[src/rtl/rf_wb_arbiter.sv]
// rf_wb_arbiter: two-source writeback FIFOs, RR/age arbiter, registered RF write port, busy scoreboard; RF_WB_BYPASS_EN adds forwarding lookups.
module rf_wb_arbiter #(
  parameter int DATA_WIDTH = 32,
  parameter int ADDR_WIDTH = 5,
  parameter int FIFO_DEPTH = 2
) (
  input  logic                         clk,
  input  logic                         rst,
  input  logic                         a_valid,
  output logic                         a_ready,
  input  logic [ADDR_WIDTH-1:0]        a_addr,
  input  logic [DATA_WIDTH-1:0]        a_data,
  input  logic                         b_valid,
  output logic                         b_ready,
  input  logic [ADDR_WIDTH-1:0]        b_addr,
  input  logic [DATA_WIDTH-1:0]        b_data,
  output logic                         rf_wen,
  output logic [ADDR_WIDTH-1:0]        rf_waddr,
  output logic [DATA_WIDTH-1:0]        rf_wdata,
  output logic [(1<<ADDR_WIDTH)-1:0]   busy,
  output logic                         idle
`ifdef RF_WB_BYPASS_EN
  ,
  input  logic [ADDR_WIDTH-1:0]        fwd_raddr1,
  input  logic [ADDR_WIDTH-1:0]        fwd_raddr2,
  output logic                         fwd_hit1,
  output logic                         fwd_hit2,
  output logic [DATA_WIDTH-1:0]        fwd_data1,
  output logic [DATA_WIDTH-1:0]        fwd_data2
`endif
);
  localparam int PW = $clog2(FIFO_DEPTH);
  localparam int TW = $clog2(2*FIFO_DEPTH) + 1;
  typedef logic [ADDR_WIDTH-1:0] addr_t;
  typedef logic [DATA_WIDTH-1:0] data_t;
  typedef logic [TW-1:0] tag_t;
  typedef logic [PW-1:0] ptr_t;
  typedef logic [PW:0] cnt_t;
  addr_t q_addr [2][FIFO_DEPTH];
  data_t q_data [2][FIFO_DEPTH];
  tag_t  q_tag  [2][FIFO_DEPTH];
  logic  occ    [2][FIFO_DEPTH];
  ptr_t  rd_ptr [2];
  ptr_t  wr_ptr [2];
  cnt_t  cnt    [2];
  addr_t in_addr [2];
  addr_t head_addr [2];
  data_t in_data [2];
  data_t head_data [2];
  tag_t  in_tag [2];
  tag_t  head_tag [2];
  logic [1:0] in_valid, push, enq, ne, gnt;
  tag_t seq, age;
  logic rr, same;
  assign in_valid = {b_valid, a_valid};
  assign in_addr[0] = a_addr;
  assign in_addr[1] = b_addr;
  assign in_data[0] = a_data;
  assign in_data[1] = b_data;
  assign a_ready = !rst && cnt[0] != cnt_t'(FIFO_DEPTH);
  assign b_ready = !rst && cnt[1] != cnt_t'(FIFO_DEPTH);
  assign push = in_valid & {b_ready, a_ready};
  // Address-0 pushes complete the handshake but never occupy a slot or a tag.
  assign enq[0] = push[0] && in_addr[0] != '0;
  assign enq[1] = push[1] && in_addr[1] != '0;
  assign ne[0] = cnt[0] != '0;
  assign ne[1] = cnt[1] != '0;
  assign in_tag[0] = seq;
  assign in_tag[1] = seq + tag_t'(enq[0]);
  always_comb begin
    for (int s = 0; s < 2; s++) begin
      head_addr[s] = q_addr[s][rd_ptr[s]];
      head_data[s] = q_data[s][rd_ptr[s]];
      head_tag[s]  = q_tag[s][rd_ptr[s]];
      for (int i = 0; i < FIFO_DEPTH; i++)
        occ[s][i] = {1'b0, ptr_t'(ptr_t'(i) - rd_ptr[s])} < cnt[s];
    end
  end
  // Tags are never more than 2*FIFO_DEPTH apart, so the sign of the modular difference gives age.
  assign same = head_addr[0] == head_addr[1];
  assign age = head_tag[0] - head_tag[1];
  assign gnt[0] = ne[0] && (!ne[1] || (same ? age[TW-1] : !rr));
  assign gnt[1] = ne[1] && !gnt[0];
  always_ff @(posedge clk)
    for (int s = 0; s < 2; s++)
      if (enq[s]) begin
        q_addr[s][wr_ptr[s]] <= in_addr[s];
        q_data[s][wr_ptr[s]] <= in_data[s];
        q_tag[s][wr_ptr[s]]  <= in_tag[s];
      end
  always_ff @(posedge clk or posedge rst)
    if (rst) begin
      for (int s = 0; s < 2; s++) begin
        rd_ptr[s] <= '0;
        wr_ptr[s] <= '0;
        cnt[s] <= '0;
      end
      rr <= 1'b0;
      seq <= '0;
      rf_wen <= 1'b0;
      rf_waddr <= '0;
      rf_wdata <= '0;
    end else begin
      for (int s = 0; s < 2; s++) begin
        wr_ptr[s] <= wr_ptr[s] + ptr_t'(enq[s]);
        rd_ptr[s] <= rd_ptr[s] + ptr_t'(gnt[s]);
        cnt[s] <= cnt[s] + cnt_t'(enq[s]) - cnt_t'(gnt[s]);
      end
      // Age-decided grants leave the pointer alone; otherwise it points away from the winner.
      if (gnt != 2'b00 && !(ne == 2'b11 && same)) rr <= gnt[0];
      seq <= seq + tag_t'(enq[0]) + tag_t'(enq[1]);
      rf_wen <= |gnt;
      if (|gnt) begin
        rf_waddr <= gnt[0] ? head_addr[0] : head_addr[1];
        rf_wdata <= gnt[0] ? head_data[0] : head_data[1];
      end
    end
  always_comb begin
    busy = '0;
    for (int s = 0; s < 2; s++)
      for (int i = 0; i < FIFO_DEPTH; i++)
        if (occ[s][i]) busy[q_addr[s][i]] = 1'b1;
    if (rf_wen) busy[rf_waddr] = 1'b1;
    busy[0] = 1'b0;
  end
  assign idle = ne == 2'b00 && !rf_wen;
`ifdef RF_WB_BYPASS_EN
  for (genvar k = 0; k < 2; k++) begin : g_fwd
    addr_t raddr;
    data_t data;
    tag_t best, dt;
    logic hit, fifo_hit;
    assign raddr = k == 0 ? fwd_raddr1 : fwd_raddr2;
    // Output stage is the oldest candidate; any younger FIFO match overrides it.
    always_comb begin
      hit = rf_wen && rf_waddr == raddr;
      data = rf_wdata;
      best = '0;
      dt = '0;
      fifo_hit = 1'b0;
      for (int s = 0; s < 2; s++)
        for (int i = 0; i < FIFO_DEPTH; i++) begin
          dt = q_tag[s][i] - best;
          if (occ[s][i] && q_addr[s][i] == raddr && (!fifo_hit || !dt[TW-1])) begin
            fifo_hit = 1'b1;
            best = q_tag[s][i];
            hit = 1'b1;
            data = q_data[s][i];
          end
        end
      if (raddr == '0 || !hit) begin
        hit = 1'b0;
        data = '0;
      end
    end
  end
  assign fwd_hit1 = g_fwd[0].hit;
  assign fwd_hit2 = g_fwd[1].hit;
  assign fwd_data1 = g_fwd[0].data;
  assign fwd_data2 = g_fwd[1].data;
`endif
endmodule

[config.mk]
export PLATFORM = sky130hd
export DESIGN_NAME = rf_wb_arbiter
export DESIGN_NICKNAME = d
export VERILOG_FILES = /design/src/rtl/rf_wb_arbiter.sv
export SDC_FILE = /design/constraint.sdc
export NUM_CORES = 1
export LEC_CHECK = 0
export BUFFER_PORTS_ARGS = -buffer_cell sky130_fd_sc_hd__buf_4
export CAP_MARGIN = 20
export CORE_MARGIN = 3
export CORE_UTILIZATION = 40
export DETAILED_ROUTE_END_ITERATION = 16
export SLEW_MARGIN = 30
export SYNTH_ARGS = -nofsm -noshare
export SYNTH_HDL_FRONTEND = slang
export SYNTH_SLANG_ARGS = --single-unit
[constraint.sdc]
create_clock -name clk -period 4.1 [get_ports clk]
set_input_delay 0.82 -clock clk [delete_from_list [all_inputs] [get_ports clk]]
set_output_delay 0.82 -clock clk [all_outputs]
set_load 0.02 [all_outputs]
==> impl_metrics.env <==
export IMPL_synth_net_count=983
export IMPL_use_met2_pct=32.7
export IMPL_worst_clock_skew_ns=0.0184
export IMPL_cp_arrival_ns=2.71
export IMPL_cts_resized=0
export IMPL_drv_slew=0
export IMPL_power_internal_uw=5770
export IMPL_ir_worst_vdd_mv=0.410
export IMPL_pin_count=151
export IMPL_drive_gt1_share_pct=21.0
export IMPL_grt_pass1_vias=7568
export IMPL_clk_path_buf_depth=3
export IMPL_clockRootBuffer="clkbuf_16"
export IMPL_max_clock_freq_mhz=284
export IMPL_setup_worst_path_class="register to output port"
export IMPL_diodes=0
export IMPL_synth_cell_types=49
export IMPL_cts_tree="done"
export IMPL_grt_use_total_pct=19.8
export IMPL_post_route_drc_count=0
export IMPL_total_power_uw=9550
export IMPL_fillers=2278
export IMPL_p_seq_share_pct=34.3
export IMPL_p_sw_share_pct=39.6
export IMPL_core_sq_mm=0.0256
export IMPL_antenna_found_initial=0
export IMPL_reg2reg_to="rf_wdata[7]"
export IMPL_async_flop_share_pct=23.8
export IMPL_synth_top_area_share_pct=45.4
export IMPL_yosysMostFrequentCell="edfxtp_1"
export IMPL_dieArea_sq_mm=0.0285
export IMPL_grt_start_max_net_pins=92
export IMPL_yosys_warnings=0
export IMPL_slew_limit_headroom_pct=40.7
export IMPL_worst_pin_slew_ns=0.889
export IMPL_num_rows=58
export IMPL_startpoint_type="register"
export IMPL_io_buffers=149
export IMPL_cp_max_fo=14
export IMPL_clkPwrFrac_pct=21.0
export IMPL_seq_area_frac_synth_pct=57.2
export IMPL_cts_setup_buffers=0
export IMPL_rrSetupSlack_ns=1.10
export IMPL_finalWirelength_microns=28700
export IMPL_h_tree_depth=1
export IMPL_gr_usage_met3_pct=3.92
export IMPL_vias=7665
export IMPL_clock_sinks=210
export IMPL_ys_ff_latch=210
export IMPL_dr_first_iter_drc_count=638
export IMPL_cts_buffers_inserted=23
export IMPL_tns_ns=0
export IMPL_synth_area_leader_cell="edfxtp_1"
export IMPL_pwr_share_comb_pct=44.7
export IMPL_worstPathRequired_ns=3.28
export IMPL_global_route_usage_met1_pct=26.6
export IMPL_dpl_hpwl_microns=19700
export IMPL_nNetsFinal=1113
export IMPL_grt_overflow_total=0
export IMPL_die_h_microns=169
export IMPL_p_sw_uw=3780
export IMPL_wl_per_cell_microns=21.0
export IMPL_synth_area_sq_mm=0.0106
export IMPL_synthTopCellsByCount="edfxtp_1, mux2i_1, nand2_1, nor2_1, dfrtp_1"
export IMPL_drtAntennaViolNets=0
export IMPL_ctsHoldBuffers=0
export IMPL_synth_main_ff_cell="edfxtp_1"
export IMPL_grt_pass1_wl_microns=44200
export IMPL_rr_startpoint="rd_ptr[0]"
export IMPL_worst_setup_path_end_kind="output port"
export IMPL_status="complete, no violations"
export IMPL_insertion_delay_ns=0.52
export IMPL_clkTransAtPathRegs_ns=0.06
export IMPL_r2r_cells=7
export IMPL_setup_viol=0
export IMPL_layout_min_cycle_time_ns=3.53
export IMPL_syn_to_final_growth_pct=19.9
export IMPL_synth_edf_count=160
export IMPL_viasPerCell=5.61
export IMPL_drt_first_pass_iters=5
export IMPL_hp_class="input pin to async pin"
export IMPL_holdWs_ns=0.466
export IMPL_avgSynthCellArea_sq_um=11.9
export IMPL_die_w_microns=169
export IMPL_p_per_area_mw_per_mm2=753
export IMPL_syn_inst=892
export IMPL_cap_viol_max_count=0
export IMPL_grt_busiest_layer="met2"
export IMPL_fin_util_pct=49.5
export IMPL_netlist_top_cells_area="edfxtp_1, dfrtp_1, mux2i_1, o211ai_1, o21a_1"
export IMPL_period_share_pct=86.0
export IMPL_routabilityCongestion=0.899
export IMPL_initial_utilization_pct=41.3
export IMPL_p_leak_uw=0.00502
export IMPL_finalHoldViolations=0
export IMPL_rsz0062_at_grt="false"
worst max-delay path by stage:
stage,start,slack (ns),end,cells after the start
3_5_place_dp,rd_ptr[0],1.08,cnt[3],11
4_1_cts,rd_ptr[0],0.60,busy[15],7
2_1_floorplan,rd_ptr[1],0.97,cnt[3],13
3_3_place_gp,rd_ptr[0],1.14,cnt[3],11
6_report,rd_ptr[0],0.57,busy[30],7
5_1_grt,rd_ptr[0],0.43,busy[15],7
logic make-up after synthesis:
family / synth area share, %
mux: 11.1
simple gates: 10.4
flops: 57.2
buf+inv: 4.11
compound gates: 14.4
other cells: 0.0354
fa+ha+maj: 1.54
xor+xnor: 1.24
power by group through the flow:
stage                     sequential, uW  clock [uW]  combinational [uW]
final                               3280        2000                4270
after global routing                3340        2140                4690
after CTS                           3270        2070                4320
after detailed placement            3300           0                4310
after global placement              3310           0                4260
after floorplan                     3320           0                3000
cell type report:
class,instances,area [sq um],share of cell area [%]
clock inverters,11,114,0.897
inverters,21,78.8,0.621
flip-flops and latches,210,6060,47.7
repair buffers,172,1290,10.2
multi-input cells,594,4120,32.4
clock buffers,29,618,4.87
well taps,330,413,3.25
critical path, stage by stage, from the launching register on:
cell and delay, ns:
dfrtp_2 0.62, inv_1 0.13, a21oi_1 0.31, nor3b_1 0.10, buf_4 0.20, a222oi_1 0.37, o311ai_0 0.25, buf_4 0.22
state kept, by name (all words and copies together), names as in the netlist:
name and cells:
q_data 128, rf_wdata 32, q_addr 20, q_tag 12
rf_waddr 5, cnt 4, seq 3, rd_ptr 2
wr_ptr 2, rf_wen 1, rr 1
per-layer routing:
| metal | up-vias | part of all wire (%) |
|---|---|---|
| met2 | 298 | 47 |
| met5 | - | 0 |
| li1 | 3613 | - |
| met3 | 54 | 6.8 |
| met4 | 0 | 2.7 |
| met1 | 3700 | 43 |
cell usage in the layout, fill, tap and decap left out, types with 10 or more instances in the layout:
cell type  synthesis  routed
nand3_1           17      17
nor2_1            53      52
o21a_1            37      37
nor3b_1           20      20
nand2b_1          11      11
o21ai_0           42      42
a21oi_1           47      47
nor3_1            10      10
nand2_1           72      72
dfrtp_1           50      48
clkbuf_16          0      23
o211ai_1          40      40
edfxtp_1         160     160
inv_1             21      20
buf_4              1     172
mux2i_1          115     115
xnor2_1           11      11
a22oi_1           33      33
metrics by stage:
stage | setup slack (ns) | std cells | cell area (sq um)
floorplan | 0.972 | 892 | 10600
global placement | 1.14 | 1327 | 12000
detailed placement | 1.08 | 1327 | 12000
CTS | 0.599 | 1367 | 12700
global route | 0.428 | 1367 | 12700
finish | 0.575 | 1367 | 12700
(Power assumes the default switching activity.)
